<file path="config.mk">
export PLATFORM = sky130hd
export DESIGN_NAME = mem_port_arbiter_flat
export DESIGN_NICKNAME = d
export VERILOG_FILES = /design/src/rtl/mem_arb_pkg.sv /design/src/rtl/mem_port_arbiter_if.sv /design/src/rtl/mem_arb_pick.sv /design/src/rtl/mem_port_arbiter.sv /design/src/flat_wrapper.sv
export SDC_FILE = /design/constraint.sdc
export NUM_CORES = 1
export LEC_CHECK = 0
export CORE_UTILIZATION = 42
export DETAILED_ROUTE_END_ITERATION = 8
export PLACE_DENSITY_LB_ADDON = 0.2
export SLEW_MARGIN = 25
export SYNTH_ARGS = -nofsm -noshare
export SYNTH_HDL_FRONTEND = slang
export SYNTH_SLANG_ARGS = --single-unit
export TNS_END_PERCENT = 50
</file>
<file path="constraint.sdc">
create_clock -name CLK -period 2.9 [get_ports CLK]
set_clock_uncertainty 0.15 [all_clocks]
set_input_delay 0.58 -clock CLK [delete_from_list [all_inputs] [get_ports CLK]]
set_output_delay 0.58 -clock CLK [all_outputs]
set_load 0.05 [all_outputs]
</file>
<file path="src/rtl/mem_arb_pkg.sv">
// rtl/mem_arb_pkg.sv - shared state encoding and requester ids for mem_port_arbiter
//
// Imported by the arbiter top and its winner-selection helper.
//   arb_state_t : IDLE / ISSUE / WAIT / RESP sequencing states
//   REQ_IF      : requester id of the instruction-fetch side
//   REQ_D       : requester id of the load/store data side
package mem_arb_pkg;

    typedef enum logic [1:0] {
        IDLE  = 2'd0,
        ISSUE = 2'd1,
        WAIT  = 2'd2,
        RESP  = 2'd3
    } arb_state_t;

    localparam logic REQ_IF = 1'b0;
    localparam logic REQ_D  = 1'b1;

endpackage

</file>
<file path="src/rtl/mem_port_arbiter_if.sv">
// rtl/mem_port_arbiter_if.sv - bundle of fetch, data and memory-port signals around the arbiter
//
// Ports (slave = arbiter view, master = core/memory environment view):
//   IF_REQ/IF_ADDR          fetch read request and address
//   IF_RDATA/IF_ACK         fetch read data and one-cycle completion
//   D_RREQ/D_WREQ/D_ADDR    data read/write request and address
//   D_WDATA/D_WSTRB         data write payload and byte strobes
//   D_RDATA/D_ACK           data read data and one-cycle completion
//   M_REQ/M_WE/M_ADDR       memory request pulse, direction, address
//   M_WDATA/M_WSTRB         memory write payload and strobes
//   M_RDATA/M_RDY           memory read data and completion
//   BUSY                    arbiter is not idle
interface mem_port_arbiter_if #(
    parameter int AW = 32,
    parameter int DW = 32
);
    logic            IF_REQ;
    logic [AW-1:0]   IF_ADDR;
    logic [DW-1:0]   IF_RDATA;
    logic            IF_ACK;

    logic            D_RREQ;
    logic            D_WREQ;
    logic [AW-1:0]   D_ADDR;
    logic [DW-1:0]   D_WDATA;
    logic [DW/8-1:0] D_WSTRB;
    logic [DW-1:0]   D_RDATA;
    logic            D_ACK;

    logic            M_REQ;
    logic            M_WE;
    logic [AW-1:0]   M_ADDR;
    logic [DW-1:0]   M_WDATA;
    logic [DW/8-1:0] M_WSTRB;
    logic [DW-1:0]   M_RDATA;
    logic            M_RDY;

    logic            BUSY;

    modport slave (
        input  IF_REQ, IF_ADDR,
        output IF_RDATA, IF_ACK,
        input  D_RREQ, D_WREQ, D_ADDR, D_WDATA, D_WSTRB,
        output D_RDATA, D_ACK,
        output M_REQ, M_WE, M_ADDR, M_WDATA, M_WSTRB,
        input  M_RDATA, M_RDY,
        output BUSY
    );

    modport master (
        output IF_REQ, IF_ADDR,
        input  IF_RDATA, IF_ACK,
        output D_RREQ, D_WREQ, D_ADDR, D_WDATA, D_WSTRB,
        input  D_RDATA, D_ACK,
        input  M_REQ, M_WE, M_ADDR, M_WDATA, M_WSTRB,
        output M_RDATA, M_RDY,
        input  BUSY
    );

endinterface

</file>
<file path="src/rtl/mem_arb_pick.sv">
// rtl/mem_arb_pick.sv - combinational winner selection between fetch and data requesters
//
// Optional feature macro: MEM_ARB_ROUND_ROBIN_EN (adds the last-grant input and
// alternates on ties; otherwise data always wins).
// Ports:
//   if_req  : fetch request pending
//   d_req   : data read or write request pending
//   last    : requester granted most recently (round-robin build only)
//   any_req : at least one request pending
//   winner  : REQ_IF or REQ_D
module mem_arb_pick
    import mem_arb_pkg::*;
(
    input  logic if_req,
    input  logic d_req,
`ifdef MEM_ARB_ROUND_ROBIN_EN
    input  logic last,
`endif
    output logic any_req,
    output logic winner
);

    always_comb begin
        any_req = if_req | d_req;
`ifdef MEM_ARB_ROUND_ROBIN_EN
        // On a tie the side that did not win last time goes first.
        if (if_req && d_req) begin
            winner = (last == REQ_D) ? REQ_IF : REQ_D;
        end else begin
            winner = d_req ? REQ_D : REQ_IF;
        end
`else
        winner = d_req ? REQ_D : REQ_IF;
`endif
    end

endmodule

</file>
<file path="src/rtl/mem_port_arbiter.sv">
// rtl/mem_port_arbiter.sv - shares one memory port between instruction fetch and load/store
//
// Optional feature macro: MEM_ARB_ROUND_ROBIN_EN (round-robin tie break with a
// one-bit last-grant pointer; undefined = fixed priority, data over fetch).
// Ports:
//   CLK : clock, rising edge
//   RST : synchronous active-low reset
//   bus : mem_port_arbiter_if.slave carrying the fetch, data and memory signals
// Sequence per transaction: IDLE (grant + latch) -> ISSUE (M_REQ pulse) ->
// WAIT (until M_RDY) -> RESP (ACK pulse) -> IDLE.
module mem_port_arbiter
    import mem_arb_pkg::*;
#(
    parameter int AW = 32,
    parameter int DW = 32
)
(
    input  logic                 CLK,
    input  logic                 RST,
    mem_port_arbiter_if.slave    bus
);

    arb_state_t      state;
    logic            win_q;

    logic            m_req_q;
    logic            m_we_q;
    logic [AW-1:0]   m_addr_q;
    logic [DW-1:0]   m_wdata_q;
    logic [DW/8-1:0] m_wstrb_q;
    logic [DW-1:0]   if_rdata_q;
    logic [DW-1:0]   d_rdata_q;
    logic            if_ack_q;
    logic            d_ack_q;
    logic            busy_q;

    logic            d_req;
    logic            any_req;
    logic            pick;

`ifdef MEM_ARB_ROUND_ROBIN_EN
    logic            last_q;
`endif

    assign d_req = bus.D_RREQ | bus.D_WREQ;

    mem_arb_pick u_pick (
        .if_req  (bus.IF_REQ),
        .d_req   (d_req),
`ifdef MEM_ARB_ROUND_ROBIN_EN
        .last    (last_q),
`endif
        .any_req (any_req),
        .winner  (pick)
    );

    always_ff @(posedge CLK) begin
        if (!RST) begin
            state      <= IDLE;
            win_q      <= REQ_IF;
            m_req_q    <= 1'b0;
            m_we_q     <= 1'b0;
            m_addr_q   <= '0;
            m_wdata_q  <= '0;
            m_wstrb_q  <= '0;
            if_rdata_q <= '0;
            d_rdata_q  <= '0;
            if_ack_q   <= 1'b0;
            d_ack_q    <= 1'b0;
            busy_q     <= 1'b0;
`ifdef MEM_ARB_ROUND_ROBIN_EN
            // Fetch counts as last served so data wins the first tie.
            last_q     <= REQ_IF;
`endif
        end else begin
            // Pulses default low; each state raises only what it owns.
            m_req_q  <= 1'b0;
            if_ack_q <= 1'b0;
            d_ack_q  <= 1'b0;

            case (state)
                IDLE: begin
                    if (any_req) begin
                        state   <= ISSUE;
                        win_q   <= pick;
                        m_req_q <= 1'b1;
                        busy_q  <= 1'b1;
`ifdef MEM_ARB_ROUND_ROBIN_EN
                        last_q  <= pick;
`endif
                        if (pick == REQ_D) begin
                            // Read+write together is treated as a write.
                            m_we_q    <= bus.D_WREQ;
                            m_addr_q  <= bus.D_ADDR;
                            m_wdata_q <= bus.D_WDATA;
                            m_wstrb_q <= bus.D_WSTRB;
                        end else begin
                            m_we_q    <= 1'b0;
                            m_addr_q  <= bus.IF_ADDR;
                            m_wdata_q <= '0;
                            m_wstrb_q <= '0;
                        end
                    end
                end

                ISSUE: begin
                    state <= WAIT;
                end

                WAIT: begin
                    if (bus.M_RDY) begin
                        state <= RESP;
                        if (win_q == REQ_D) begin
                            d_ack_q <= 1'b1;
                            if (!m_we_q) begin
                                d_rdata_q <= bus.M_RDATA;
                            end
                        end else begin
                            if_ack_q   <= 1'b1;
                            if_rdata_q <= bus.M_RDATA;
                        end
                    end
                end

                RESP: begin
                    state  <= IDLE;
                    busy_q <= 1'b0;
                end

                default: begin
                    state  <= IDLE;
                    busy_q <= 1'b0;
                end
            endcase
        end
    end

    assign bus.M_REQ    = m_req_q;
    assign bus.M_WE     = m_we_q;
    assign bus.M_ADDR   = m_addr_q;
    assign bus.M_WDATA  = m_wdata_q;
    assign bus.M_WSTRB  = m_wstrb_q;
    assign bus.IF_RDATA = if_rdata_q;
    assign bus.IF_ACK   = if_ack_q;
    assign bus.D_RDATA  = d_rdata_q;
    assign bus.D_ACK    = d_ack_q;
    assign bus.BUSY     = busy_q;

endmodule

</file>
<file path="src/flat_wrapper.sv">
// flat-port wrapper written by rule: the top's interface ports become plain ports
module mem_port_arbiter_flat import mem_arb_pkg::*;
#(
    parameter int AW = 32,
    parameter int DW = 32
)
  (CLK, RST, bus_IF_REQ, bus_IF_ADDR, bus_IF_RDATA, bus_IF_ACK, bus_D_RREQ, bus_D_WREQ, bus_D_ADDR, bus_D_WDATA, bus_D_WSTRB, bus_D_RDATA, bus_D_ACK, bus_M_REQ, bus_M_WE, bus_M_ADDR, bus_M_WDATA, bus_M_WSTRB, bus_M_RDATA, bus_M_RDY, bus_BUSY);
  mem_port_arbiter_if #(.AW(AW), .DW(DW)) bus_i ();
  input  logic CLK;
  input  logic RST;
  input wire logic [$bits(bus_i.IF_REQ)-1:0] bus_IF_REQ;
  input wire logic [$bits(bus_i.IF_ADDR)-1:0] bus_IF_ADDR;
  output wire logic [$bits(bus_i.IF_RDATA)-1:0] bus_IF_RDATA;
  output wire logic [$bits(bus_i.IF_ACK)-1:0] bus_IF_ACK;
  input wire logic [$bits(bus_i.D_RREQ)-1:0] bus_D_RREQ;
  input wire logic [$bits(bus_i.D_WREQ)-1:0] bus_D_WREQ;
  input wire logic [$bits(bus_i.D_ADDR)-1:0] bus_D_ADDR;
  input wire logic [$bits(bus_i.D_WDATA)-1:0] bus_D_WDATA;
  input wire logic [$bits(bus_i.D_WSTRB)-1:0] bus_D_WSTRB;
  output wire logic [$bits(bus_i.D_RDATA)-1:0] bus_D_RDATA;
  output wire logic [$bits(bus_i.D_ACK)-1:0] bus_D_ACK;
  output wire logic [$bits(bus_i.M_REQ)-1:0] bus_M_REQ;
  output wire logic [$bits(bus_i.M_WE)-1:0] bus_M_WE;
  output wire logic [$bits(bus_i.M_ADDR)-1:0] bus_M_ADDR;
  output wire logic [$bits(bus_i.M_WDATA)-1:0] bus_M_WDATA;
  output wire logic [$bits(bus_i.M_WSTRB)-1:0] bus_M_WSTRB;
  input wire logic [$bits(bus_i.M_RDATA)-1:0] bus_M_RDATA;
  input wire logic [$bits(bus_i.M_RDY)-1:0] bus_M_RDY;
  output wire logic [$bits(bus_i.BUSY)-1:0] bus_BUSY;
  assign bus_i.IF_REQ = bus_IF_REQ;
  assign bus_i.IF_ADDR = bus_IF_ADDR;
  assign bus_IF_RDATA = bus_i.IF_RDATA;
  assign bus_IF_ACK = bus_i.IF_ACK;
  assign bus_i.D_RREQ = bus_D_RREQ;
  assign bus_i.D_WREQ = bus_D_WREQ;
  assign bus_i.D_ADDR = bus_D_ADDR;
  assign bus_i.D_WDATA = bus_D_WDATA;
  assign bus_i.D_WSTRB = bus_D_WSTRB;
  assign bus_D_RDATA = bus_i.D_RDATA;
  assign bus_D_ACK = bus_i.D_ACK;
  assign bus_M_REQ = bus_i.M_REQ;
  assign bus_M_WE = bus_i.M_WE;
  assign bus_M_ADDR = bus_i.M_ADDR;
  assign bus_M_WDATA = bus_i.M_WDATA;
  assign bus_M_WSTRB = bus_i.M_WSTRB;
  assign bus_i.M_RDATA = bus_M_RDATA;
  assign bus_i.M_RDY = bus_M_RDY;
  assign bus_BUSY = bus_i.BUSY;
  mem_port_arbiter #(.AW(AW), .DW(DW)) u_core (.CLK(CLK), .RST(RST), .bus(bus_i));
endmodule
</file>
=== After elaboration in Yosys (flattened, before gate mapping) ===
Index checks and enable logic that the tools add are counted.

* Equality and inequality tests: 5
* Mux-type cells: 13
* Bitwise operators: 4
* Reduce and logical (&&, ||, !) cells: 9

{| class="wikitable"
|+ Operators by type and width
! kind !! count
|-
| $mux 32 || 2
|-
| $pmux 2 s4 || 1
|-
| $reduce_and 2->1 || 4
|-
| $mux 1 || 6
|-
| $reduce_and 3->1 || 2
|-
| $eq 2x2->1 const B || 2
|-
| $mux 2 || 2
|-
| $mux 4 || 1
|-
| $reduce_and 4->1 || 1
|-
| $eq 2x1->1 const B || 1
|-
| $logic_not 2->1 || 1
|-
| $ne 2x1->1 const B || 1
|-
| $ne 2x2->1 const B || 1
|-
| $not 1->1 || 2
|-
| $or 1x1->1 || 2
|-
| $pmux 1 s2 || 1
|-
| $reduce_bool 2->1 || 1
|}

* Register bits after elaboration: 140
* Input port bits: 138
* Output and inout bits: 137
* Word-level logic and storage cells: 43

=== Logic depth before layout (Yosys ltp) ===
* Depth after elaboration: 4
* Depth in mapped cells: 7
* Gate-level depth less buffers: 5

=== Hierarchy ===
From an unflattened synthesis, not the netlist that was laid out.

* Cell total of the unflattened synthesis: 513
* Area total of the unflattened synthesis: 4998.5 um^2

{| class="wikitable"
|+ Modules (own cells, without submodules)
! module !! instances !! cells each !! area an instance (um^2) !! sequential area each (um^2)
|-
| mem_port_arbiter || 1 || 511 || 4984.8 || 2802.7
|-
| mem_arb_pick || 1 || 2 || 13.8 || 0.0
|}

=== Worst setup path before layout ===
OpenSTA, ideal clock, no wires.

* Path type: input to register
* From: in bus_D_WREQ
* To: reg u_core.m_wdata_q[10], in the netlist u_core.bus.M_WDATA[10]
* Setup time: 0.117 ns
* Arrival time: 1.569 ns
* Required time: 2.633 ns
* Setup slack: 1.064 ns
* Cell stages on the path: 6
* Buffers on the path: 3
* Cell sequence: or2_1 buf_6 and3_1 buf_6 buf_6 a22o_1

* Longest elaborated chain between the ends: 3
* Elaborated cells on any way between the ends: 5
* Classes of those cells: mux (2); bitwise (2); reduce/logical (1)

{| class="wikitable"
|+ Ends and longest elaborated chain
! element !! line !! RTL
|-
| start, declared || flat_wrapper.sv:16 || <nowiki>input wire logic [$bits(bus_i.D_WREQ)-1:0] bus_D_WREQ;</nowiki>
|-
| $or 1x1->1 * || mem_port_arbiter.sv:45 || <nowiki>assign d_req = bus.D_RREQ | bus.D_WREQ;</nowiki>
|-
| $mux 1 or $or 1x1->1 (tied branches) || mem_arb_pick.sv:33, mem_arb_pick.sv:24 ||
|-
| $mux 32 or $reduce_and 2->1 (tied branches) || n/a ||
|-
| end signal, assigned || mem_port_arbiter.sv:95 || <nowiki>m_wdata_q <= bus.D_WDATA;</nowiki>
|-
| end, declared || mem_port_arbiter.sv:29 || <nowiki>logic [DW-1:0] m_wdata_q;</nowiki>
|}

Every way passes the cells marked *; elsewhere a longest branch is shown, timed or not.
A chain may end at the register's enable or synchronous reset.

=== Worst setup path after layout ===
* From: reg u_core.m_addr_q[9], in the netlist u_core.bus.M_ADDR[9]
* To: out bus_M_ADDR[9]

{| class="wikitable"
|+ RTL lines
! element !! line !! RTL
|-
| start, declared || mem_port_arbiter.sv:28 || <nowiki>logic [AW-1:0] m_addr_q;</nowiki>
|-
| start signal, assigned || mem_port_arbiter.sv:94 || <nowiki>m_addr_q <= bus.D_ADDR;</nowiki>
|-
| start signal, assigned || mem_port_arbiter.sv:99 || <nowiki>m_addr_q <= bus.IF_ADDR;</nowiki>
|-
| end, declared || flat_wrapper.sv:24 || <nowiki>output wire logic [$bits(bus_i.M_ADDR)-1:0] bus_M_ADDR;</nowiki>
|}

No word-level cell between the ends.

==> run metrics <==
status completed; RSZ-0062 raised after global routing false; Post-Place Cells 928; max cap viols 0; largest net degree at the start of global routing 101; CP Cell Sequence clkdlybuf4s50_1; CP max FO 2; Post-synth EDFFs 0; vias in the first global route 4800; Tightest Pin Transition 0.563 ns; crit path kind reg2out; Critical Path RT 2.17 ns; post-synth cell types 26; antenna viol nets, final 0; Slew Limit Fails 0; most common cell after layout, fill and taps aside clkdlybuf4s50_1; Setup TNS Final 0 ns; initial antenna violation count 0; crit-path leading delay family buffers and inverters; final WL 15.1 mm; Initial Util 0.430; initial DRC count 421; IO buf count 274; Detailed Place HPWL 10.5 mm; Fill cells 886; P per Cell Area 937 nW/um^2; post-CTS sizing 0; critical path's slowest cell clkdlybuf4s50_1; min Tclk post-route 2.37 ns; maximum VDD drop 0.000784 V; Worst Path Arrival 1.64 ns; clk_lat worst skew 0.41 ns; Post-Syn Instances 545; slew margin rel. 0.623; Final Hold Vio Count 0; Avg Inst Size Synth 9.44 um^2; Worst Setup End Kind output pin; # diodes 0; area grow syn2layout 66.2%; vias post-DR 4889; mapped cell area 5140 um^2; Lkg Pwr 3.32 nW; HP Class reg2reg; number of synthesized register bits 140; first-pass GRT wire length 23.6 mm; most frequent cells in the layout clkdlybuf4s50_1 (273), dfxtp_1 (140), nand2_1 (100), o21ai_0 (66), a22o_1 (36); Post-Synthesis Net Count 687; CTS tree yes; Post-CTS Hold Buffers 0; share of layout cells above drive strength 1 0.0541; DRC viols 0; Tot Pwr 8.01 mW; fin crit share 0.817; sequential fraction of the synthesis area 0.545; Core Box Area 12000 um^2; Post-synth ARST share 0; Num Clock Sinks 140; GPL Wtd Cong 0.750; f_max 0.422 GHz; routed len/inst 15.7 um; Post-CTS Setup Bufs 0; CTS buffer count 17; clock-pin slew on the worst setup and hold paths 0.06 ns; Vias/cell 5.09; YS warnings 0; Die Span X 113 um; IO Pins 275; filler-free cell count of the finished design 960; CP bufs+invs 1; crit-path max cell delay 0.86 ns; Setup crit start kind flip-flop; clock root buffer clkbuf_16; Final #Nets 942; worst-case clock buffer depth 2; DIE AREA 12700 um^2; H-tree depth 4; Reg2Reg Setup Slack 1.07 ns; top_reg_cell synth dfxtp_1; final setup fails 0; floorplan row count 40; Pre-antenna DRT Iters 4; DIE HEIGHT 113 um; GR Overflow Total 0; GRT Total Usage 0.237
==> registers in the layout, indices dropped and copies added (netlist names) <==
signal and cells:
u_core.bus.D_RDATA 32, u_core.bus.IF_RDATA 32, u_core.bus.M_ADDR 32, u_core.bus.M_WDATA 32
u_core.bus.M_WSTRB 4, u_core.state 2, u_core.bus.BUSY 1, u_core.bus.D_ACK 1
u_core.bus.IF_ACK 1, u_core.bus.M_REQ 1, u_core.bus.M_WE 1, u_core.win_q 1
==> worst paths after layout <==
check / depth (start not counted) / startpoint / end
worst max-delay path: 1 / u_core.bus.M_ADDR[9]$_SDFFE_PN0P_ / bus_M_ADDR[9]
worst min-delay path: 2 / u_core.bus.IF_RDATA[7]$_SDFFE_PN0P_ / u_core.bus.IF_RDATA[7]$_SDFFE_PN0P_
worst max register to register: 6 / u_core.state[0]$_SDFFE_PN0P_ / u_core.bus.D_RDATA[23]$_SDFFE_PN0P_
worst min register to register: 2 / u_core.bus.IF_RDATA[7]$_SDFFE_PN0P_ / u_core.bus.IF_RDATA[7]$_SDFFE_PN0P_
==> per-layer routing <==
metal	part of all wire	global-route usage	up-vias
met3	0.069	0.0783	32
met5	0	0	-
li1	-	-	2415
met2	0.50	0.415	183
met1	0.40	0.255	2259
met4	0.030	0.117	0
==> report_power, final <==
group	leakage, nW	internal (mW)	switching, mW	total, mW
Clock	0.303	1.42	0.795	2.21
Sequential	1.15	2.34	0.227	2.57
Combinational	1.88	1.11	2.12	3.23
Total	3.32	4.87	3.15	8.01
==> layout make-up <==
cell class                      instances  area [um^2]  share of cell area
Clock inverter                         11          140              0.0164
Tap cell                              147          184              0.0215
Sequential cell                       140         2800               0.328
Timing Repair Buffer                  283         2830               0.331
Inverter                                4         15.0             0.00176
Clock buffer                           21          470              0.0550
Multi-Input combinational cell        354         2100               0.246
==> cells by family (layout without fill, tap and decap cells) <==
| logic type | after synthesis | in the layout | synth area share |
|---|---|---|---|
| simple gates | 144 | 144 | 0.121 |
| mux | 33 | 33 | 0.0642 |
| compound gates | 173 | 173 | 0.214 |
| fa+ha+maj | 4 | 4 | 0.00973 |
| buf+inv | 51 | 319 | 0.0467 |
| flops | 140 | 140 | 0.545 |
==> through the flow <==
step / util / area [um^2] / hold slack, ns / worst slack [ns]
after global placement: 0.664 / 7940 / 0.300 / 0.533
after CTS: 0.715 / 8550 / 0.314 / 0.530
after floorplan: - / 5140 / 0.318 / 1.06
after global routing: 0.715 / 8550 / 0.331 / 0.516
final: 0.715 / 8550 / 0.310 / 0.531
after detailed placement: 0.664 / 7940 / 0.304 / 0.519
==> synthesized netlist by cell type (2+ instances only) <==
library cell | n | area share
a21oi_1 | 33 | 0.032
dfxtp_1 | 140 | 0.54
ha_1 | 4 | 0.0097
nand2_1 | 100 | 0.073
buf_2 | 9 | 0.0088
buf_1 | 2 | 0.0015
o21ai_0 | 66 | 0.064
nand3_1 | 32 | 0.031
o31a_1 | 2 | 0.0034
a21boi_0 | 33 | 0.048
buf_6 | 5 | 0.011
and2_1 | 2 | 0.0024
a22o_1 | 36 | 0.061
a22oi_1 | 2 | 0.0029
clkbuf_1 | 31 | 0.023
nor2b_1 | 3 | 0.0036
inv_1 | 4 | 0.0029
mux2i_1 | 33 | 0.064
Note: power is estimated with default switching activity, not from simulation.
